**config.mk**
```make
export PLATFORM = sky130hd
export DESIGN_NAME = gate_bist_ctrl
export DESIGN_NICKNAME = d
export VERILOG_FILES = /design/src/rtl/gate_bist_pkg.sv /design/src/rtl/gate_bist_golden.sv /design/src/rtl/gate_bist_ctrl.sv
export SDC_FILE = /design/constraint.sdc
export NUM_CORES = 1
export LEC_CHECK = 0
export CAP_MARGIN = 20
export CELL_PAD_IN_SITES_DETAIL_PLACEMENT = 0
export CELL_PAD_IN_SITES_GLOBAL_PLACEMENT = 1
export CORE_MARGIN = 1.5
export CORE_UTILIZATION = 38
export DETAILED_ROUTE_END_ITERATION = 7
export PLACE_DENSITY = 0.82
export RECOVER_POWER = 100
export REMOVE_ABC_BUFFERS = 1
export SYNTH_ARGS = -nofsm -noshare
export SYNTH_HDL_FRONTEND = slang
export SYNTH_SLANG_ARGS = --single-unit
```
**constraint.sdc**
```tcl
create_clock -name clk -period 2.6 [get_ports clk]
set_input_delay 0.52 -clock clk [delete_from_list [all_inputs] [get_ports clk]]
set_output_delay 0.52 -clock clk [all_outputs]
set_load 0.1 [all_outputs]
```
**src/rtl/gate_bist_pkg.sv**
```systemverilog
// Shared types and constants for the logic-gate block self-test sequencer.
// GOLDEN holds the expected {y7..y1} outputs, indexed by the {a,b} input vector.
package gate_bist_pkg;

    localparam int VEC_W = 2;
    localparam int Y_W   = 7;

    typedef enum logic [1:0] {
        IDLE = 2'd0,
        RUN  = 2'd1,
        DONE = 2'd2
    } state_t;

    localparam logic [Y_W-1:0] GOLDEN [0:3] = '{
        7'b1011100,
        7'b0101010,
        7'b0101110,
        7'b1000011
    };

endpackage

```
**src/rtl/gate_bist_golden.sv**
```systemverilog
// Combinational reference lookup: selects the expected gate outputs for the
// applied {a,b} vector and flags any bit that differs from the sampled outputs.
module gate_bist_golden
    import gate_bist_pkg::*;
(
    input  logic [VEC_W-1:0] vec,
    input  logic [Y_W-1:0]   y_in,
    output logic [Y_W-1:0]   diff,
    output logic             mismatch
);

    assign diff     = y_in ^ GOLDEN[vec];
    assign mismatch = |diff;

endmodule

```
**src/rtl/gate_bist_ctrl.sv**
```systemverilog
// Self-test sequencer for the two-input, seven-output gate block: sweeps all
// four input vectors, samples after a settle delay, and accumulates results.
module gate_bist_ctrl
    import gate_bist_pkg::*;
#(
    parameter int SETTLE_CYCLES = 2,
    parameter int NUM_PASSES    = 1,
    parameter int ERR_W         = 8
) (
    input  logic             clk,
    input  logic             rst,
    input  logic             start,
    input  logic             abort,
    input  logic [Y_W-1:0]   y_in,
    output logic             a_out,
    output logic             b_out,
    output logic             busy,
    output logic             done,
    output logic             pass,
    output logic [Y_W-1:0]   fail_mask,
    output logic [VEC_W-1:0] fail_vec,
    output logic [ERR_W-1:0] err_count
);

    localparam int SC_W = (SETTLE_CYCLES > 0) ? $clog2(SETTLE_CYCLES + 1) : 1;
    localparam int PC_W = (NUM_PASSES > 1) ? $clog2(NUM_PASSES) : 1;

    state_t           state;
    state_t           state_nxt;
    logic [VEC_W-1:0] vec;
    logic [SC_W-1:0]  settle_cnt;
    logic [PC_W-1:0]  pass_cnt;
    logic [Y_W-1:0]   diff;
    logic             mismatch;
    logic             sample;
    logic             last_sample;

    gate_bist_golden u_golden (
        .vec      (vec),
        .y_in     (y_in),
        .diff     (diff),
        .mismatch (mismatch)
    );

    assign sample      = (state == RUN) && (settle_cnt == SC_W'(SETTLE_CYCLES));
    assign last_sample = sample && (&vec) && (pass_cnt == PC_W'(NUM_PASSES - 1));

    always_ff @(posedge clk or posedge rst) begin
        if (rst) begin
            state <= IDLE;
        end else begin
            state <= state_nxt;
        end
    end

    always_comb begin
        state_nxt = state;
        busy      = 1'b0;
        done      = 1'b0;
        a_out     = 1'b0;
        b_out     = 1'b0;
        case (state)
            IDLE: begin
                if (start) state_nxt = RUN;
            end
            RUN: begin
                busy           = 1'b1;
                {a_out, b_out} = vec;
                if (abort)            state_nxt = IDLE;
                else if (last_sample) state_nxt = DONE;
            end
            DONE: begin
                done      = 1'b1;
                state_nxt = IDLE;
            end
            default: state_nxt = IDLE;
        endcase
    end

    // Results survive abort and done; only an accepted start or rst clears them.
    always_ff @(posedge clk or posedge rst) begin
        if (rst) begin
            vec        <= '0;
            settle_cnt <= '0;
            pass_cnt   <= '0;
            pass       <= 1'b0;
            fail_mask  <= '0;
            fail_vec   <= '0;
            err_count  <= '0;
        end else begin
            case (state)
                IDLE: begin
                    if (start) begin
                        vec        <= '0;
                        settle_cnt <= '0;
                        pass_cnt   <= '0;
                        pass       <= 1'b0;
                        fail_mask  <= '0;
                        fail_vec   <= '0;
                        err_count  <= '0;
                    end
                end
                RUN: begin
                    if (abort) begin
                        vec        <= '0;
                        settle_cnt <= '0;
                        pass_cnt   <= '0;
                    end else if (sample) begin
                        settle_cnt <= '0;
                        vec        <= vec + 1'b1;
                        if (&vec) begin
                            pass_cnt <= last_sample ? '0 : pass_cnt + 1'b1;
                        end
                        if (mismatch) begin
                            fail_mask <= fail_mask | diff;
                            // Counter saturates, so zero means no earlier mismatch.
                            if (err_count == '0) fail_vec <= vec;
                            if (~&err_count) err_count <= err_count + 1'b1;
                        end
                        if (last_sample) begin
                            pass <= (err_count == '0) && !mismatch;
                        end
                    end else begin
                        settle_cnt <= settle_cnt + 1'b1;
                    end
                end
                default: ;
            endcase
        end
    end

endmodule

```
After elaboration in Yosys (flattened, before gate mapping)
Index checks and enable logic that the tools add are counted.
- add/subtract/negate cells: 4
- $lt $le $gt $ge: 1
- equal/unequal tests: 13
- mux-type cells: 44
- bitwise logic cells: 4
- reduce and logical (&&, ||, !) cells: 19
- operators with widths (kind ; number):
    7-bit 2-to-1 mux ; 6
    8-bit 2-to-1 mux ; 5
    2-bit 2-to-1 mux ; 12
    2-bit case mux with 2 select lines ; 4
    8-bit case mux with 2 select lines ; 1
    7-bit binary-select mux with 2-bit select ; 1
    7-bit case mux with 2 select lines ; 1
    1-bit 2-to-1 mux ; 12
    2-bit inequality test (second input constant) ; 6
    6-bit AND reduction ; 2
    5-bit AND reduction ; 2
    8-bit by 1-bit adder with 8-bit output (second input constant) ; 1
    8-bit logical NOT ; 1
    8-bit AND reduction ; 1
    7-bit bitwise OR ; 1
    7-bit OR reduction ; 1
    7-bit bitwise XOR ; 1
    3-bit inequality test (second input constant) ; 2
    2-bit AND reduction ; 3
    2-bit by 1-bit adder with 2-bit output (second input constant) ; 2
    2-bit equality test (second input constant) ; 2
    1-bit logical AND ; 4
    1-bit case mux with 2 select lines ; 2
    4-bit AND reduction ; 1
    11 further kinds ; 11
- register bits after elaboration: 25
- input bits: 11
- output and inout port bits: 22
- logic and storage cells: 93

Longest topological paths before layout
Gate-level depths: netlist (run 1).
- depth after elaboration: 12
- mapped depth: 8
- mapped depth without buffers: 7

By module
Synthesis (run 1) repeated with hierarchy kept, for this count alone.
- cell total of the unflattened synthesis: 134
- area total of the unflattened synthesis: 1377.6 µm²
- by module, submodules not included (module ; instances ; cells an instance ; area an instance (µm²) ; sequential area each (µm²)):
    gate_bist_ctrl ; 1 ; 117 ; 1226.2 ; 625.6
    gate_bist_golden ; 1 ; 17 ; 151.4 ; 0.0

Worst setup path before layout (run 1)
No wires, ideal clock.
- path kind: flip-flop to output port
- start point: register state[1]
- end point: output port a_out
- arrival: 2.000 ns
- required time: 2.080 ns
- setup slack: 0.080 ns
- stages on the path, launching flop included: 4
- path buffers: 1
- cells stage by stage: dfrtp_1 nand2b_1 clkbuf_1 nor2_1
- longest elaborated chain between the ends: 2
- RTL lines (what ; RTL line ; text):
    start: declaration ; gate_bist_ctrl.sv:28 ; state_t state;
    start signal: assignment ; gate_bist_ctrl.sv:52 ; state <= state_nxt;
    2-bit by 1-bit equality test with 1-bit output ; gate_bist_ctrl.sv:62 ; case (state)
    1-bit 2-to-1 mux ; gate_bist_ctrl.sv:62 ;
    end: declaration ; gate_bist_ctrl.sv:15 ; output logic a_out,
Every way passes these cells.

Worst setup path in the final report (run 1)
- start point: register vec[1]
- end point: register err_count[4]
- longest elaborated chain between the ends: 8
- RTL lines (what ; RTL line ; text):
    start: declaration ; gate_bist_ctrl.sv:30 ; logic [VEC_W-1:0] vec;
    start signal: assignment ; gate_bist_ctrl.sv:110 ; vec <= vec + 1'b1;
    2-bit inverter with 3-bit output (implied by the code) ; gate_bist_golden.sv:12 ; assign diff = y_in ^ GOLDEN[vec];
    7-bit binary-select mux with 2-bit select ; gate_bist_golden.sv:12 ;
    7-bit 2-to-1 mux (implied by the code) (2 in a row) ; gate_bist_golden.sv:12 ;
    7-bit bitwise XOR ; gate_bist_golden.sv:12 ;
    7-bit OR reduction ; gate_bist_golden.sv:13 ; assign mismatch = |diff;
    2-bit inequality test (no line) ; - ;
    6-bit AND reduction (no line) ; - ;
    end signal: assignment ; gate_bist_ctrl.sv:118 ; if (~&err_count) err_count <= err_count + 1'b1;
    end: declaration ; gate_bist_ctrl.sv:22 ; output logic [ERR_W-1:0] err_count
Every way passes these cells. The select of a mux whose other input is x is not followed.
A chain may end at the register's enable or synchronous reset.

==> metrics.cfg, run 1 <==
[run_status]
status=finished, final reports clean

[worst_setup_path]
worst_setup_path_start_kind=flip-flop
crit_buf_inv=2
reg2reg_depth=8
slowest_stage=dfrtp_1
cp.depth=8
rrSetupSlack_ns=0.15
timing_worst_setup_path_type=flip-flop to flip-flop
cp_max_fo=9
critPathArrivalTime_ns=2.65
crit_required_ns=2.80
crit_path_cell_trace=inv_1 > ha_1 > or3b_4 > a2111oi_4 > clkbuf_4 > nand2_2 > a31o_1 > a31oi_1
crit_family=compound AO/OA/AOI/OAI gates
max_stage_delay_ns=0.46
setup.worst_path.end_class=flip-flop

[sta]
period_minus_slack_ns=2.450
hold_viol_final=0
finalSetupViolCount=0
tightest_slew_ns=1.390
tns_ns=0
hold-worst-slack_ns=0.4910
fin_crit_sh_pct=94.22
drv_slew=0
clock-skew-final_ns=0.001912
max_slew_margin_pct=7.326
rsz0062_at_grt=false
max_freq_mhz=408.2

[synthesis]
yosysMostFrequentCell=dfrtp_1
ys_types=43
ys.flop_type=dfrtp_1
ys_warn_count=0
synth_edf_count=0
synth_seq_cells=25
yosysTopAreaCell=dfrtp_1
async_flop_share_pct=100.0
netlist_top_cells_count=25 x dfrtp_1, 15 x nor2_1, 11 x a21oi_1, 10 x nand2_1
synthCells=154
synth_top_area_share_pct=42.55
mappedNetlistArea_um2=1470
syn_avg_cell_area_um2=9.546
synth_area_leaders=dfrtp_1 43%, ha_1 6.0%, nor2_1 3.8%
synth-seq-area-share_pct=42.55

[worst_hold_path]
hold_depth=1
hp-class=flip-flop to flip-flop

[clock_tree]
hold_buffers=0
postCtsSetupBuffers=0
cts_root_buf=clkbuf_8
cts_buffer_depth=2
cts.htree.levels=1
clock_latency_ns=0.27
cts_buffers=3
clk_pin_slew_ns=0.08
cts_tree=done
cts_resized=0
clock_sinks=25

[power]
pwr_density_cell_nw_per_um2=1025
max-vdd-ir-drop_mv=0.5294
power.leakage_uw=0.0007629

[drt]
drt_iter0_drc=100
drc_errors=0
drt-total-wl_mm=3.451
antenna_left=0
routed_via_density=5.335
firstDrtPassIters=7
routedWlPerCell_um=14.09
vias=1307

[finish]
drive_gt1_share_pct=9.137
layout.cells.non_filler=245
final_nets=216
area_growth_pct=22.89
antenna_cells=0

[die]
coreArea_um2=3689
rows=22
start_util_pct=39.86
fp.dieH_um=65.20
ios=33
dieArea_um2=4251
die_w_um=65.20

[placed_design]
place_hpwl_mm=2.665
place.gp.congestion=0.8505
io_buffer_count=32
dp_cells=241

[grt]
grt_start_max_net_pins=26
track_usage_pct=18.19
antenna_found_initial=0
grt_pass1_vias=1337
grt-ovfl-total=0
grt_pass1_wl_mm=6.044

[job]
drv_cap=0

[worst paths after layout]
path	to	startpoint
hold / removal	pass_cnt	pass_cnt
min in group asynchronous	pass	rst
max in group asynchronous	fail_vec[1]	rst
hold reg to reg	pass_cnt	pass_cnt
setup reg to reg	err_count[4]	vec[1]
setup / recovery	err_count[4]	vec[1]
[area by class of cell]
class | instances | area (um2)
clock buffers | 4 | 45.04
fillers | 388 | 1882
inverters | 8 | 30.03
multi-input cells | 117 | 792.0
flip-flops and latches | 25 | 625.6
well taps | 48 | 60.06
repair buffers | 43 | 254.0
[per-stage QoR]
stage | setup slack [ns] | power, uW | utilization [%] | instance area [um2]
final | 0.1503 | 1852 | 48.98 | 1807
after floorplan | 0.1280 | 1427 | - | 1448
after CTS | 0.1466 | 1974 | 51.87 | 1913
after detailed placement | 0.02729 | 1735 | 50.64 | 1868
after global placement | 0.09164 | 1730 | 50.64 | 1868
after global routing | 0.01170 | 1958 | 48.98 | 1807
[sequential cells by signal (all words and copies together) (netlist names)]
signal	count
fail_vec	2
pass_cnt	1
settle_cnt	2
vec	2
pass	1
err_count	8
state	2
fail_mask	7
[power by group]
part,switching (uW),internal (uW),leakage [uW],total [uW]
combinational,870,187,0.000407,1060
sequential,84.6,480,0.000333,564
clock,120,110,0.0000228,230
[routing by layer]
metal	GRT usage [%]	vias to the layer above	routed length (um)
met1	23.50	626	1596
li1	-	642	-
met5	0	-	0
met4	4.688	0	29
met3	2.226	5	136
met2	32.14	34	1690
[placed cells by master, fill, tap and decap left out, types with 6 or more instances in the layout]
master	count
inv_1	8
nor3_1	7
clkbuf_1	24
dfrtp_1	25
nor2_1	15
ha_1	7
buf_4	6
nand2_1	10
nand2b_1	8
clkdlybuf4s50_1	8
a21oi_1	11
[kinds of logic after synthesis]
| kind of cell | share of synthesized area [%] |
|---|---|
| AOI/OAI and AO/OA | 21.45 |
| xor gates and xnor gates | 4.765 |
| DFF | 42.55 |
| muxes | 0.7659 |
| and+or+nand+nor | 20.94 |
| buffers and inverters | 3.574 |
| adders and majority gates | 5.957 |
Note: power is estimated with default switching activity, not from simulation.
==> run 2: changes to the inputs <==
Settings changed: SKIP_CTS_REPAIR_TIMING set to 1.
==> results of run 2 <==
Same layout as run 1: the final DEF is identical, and so are final timing and power.
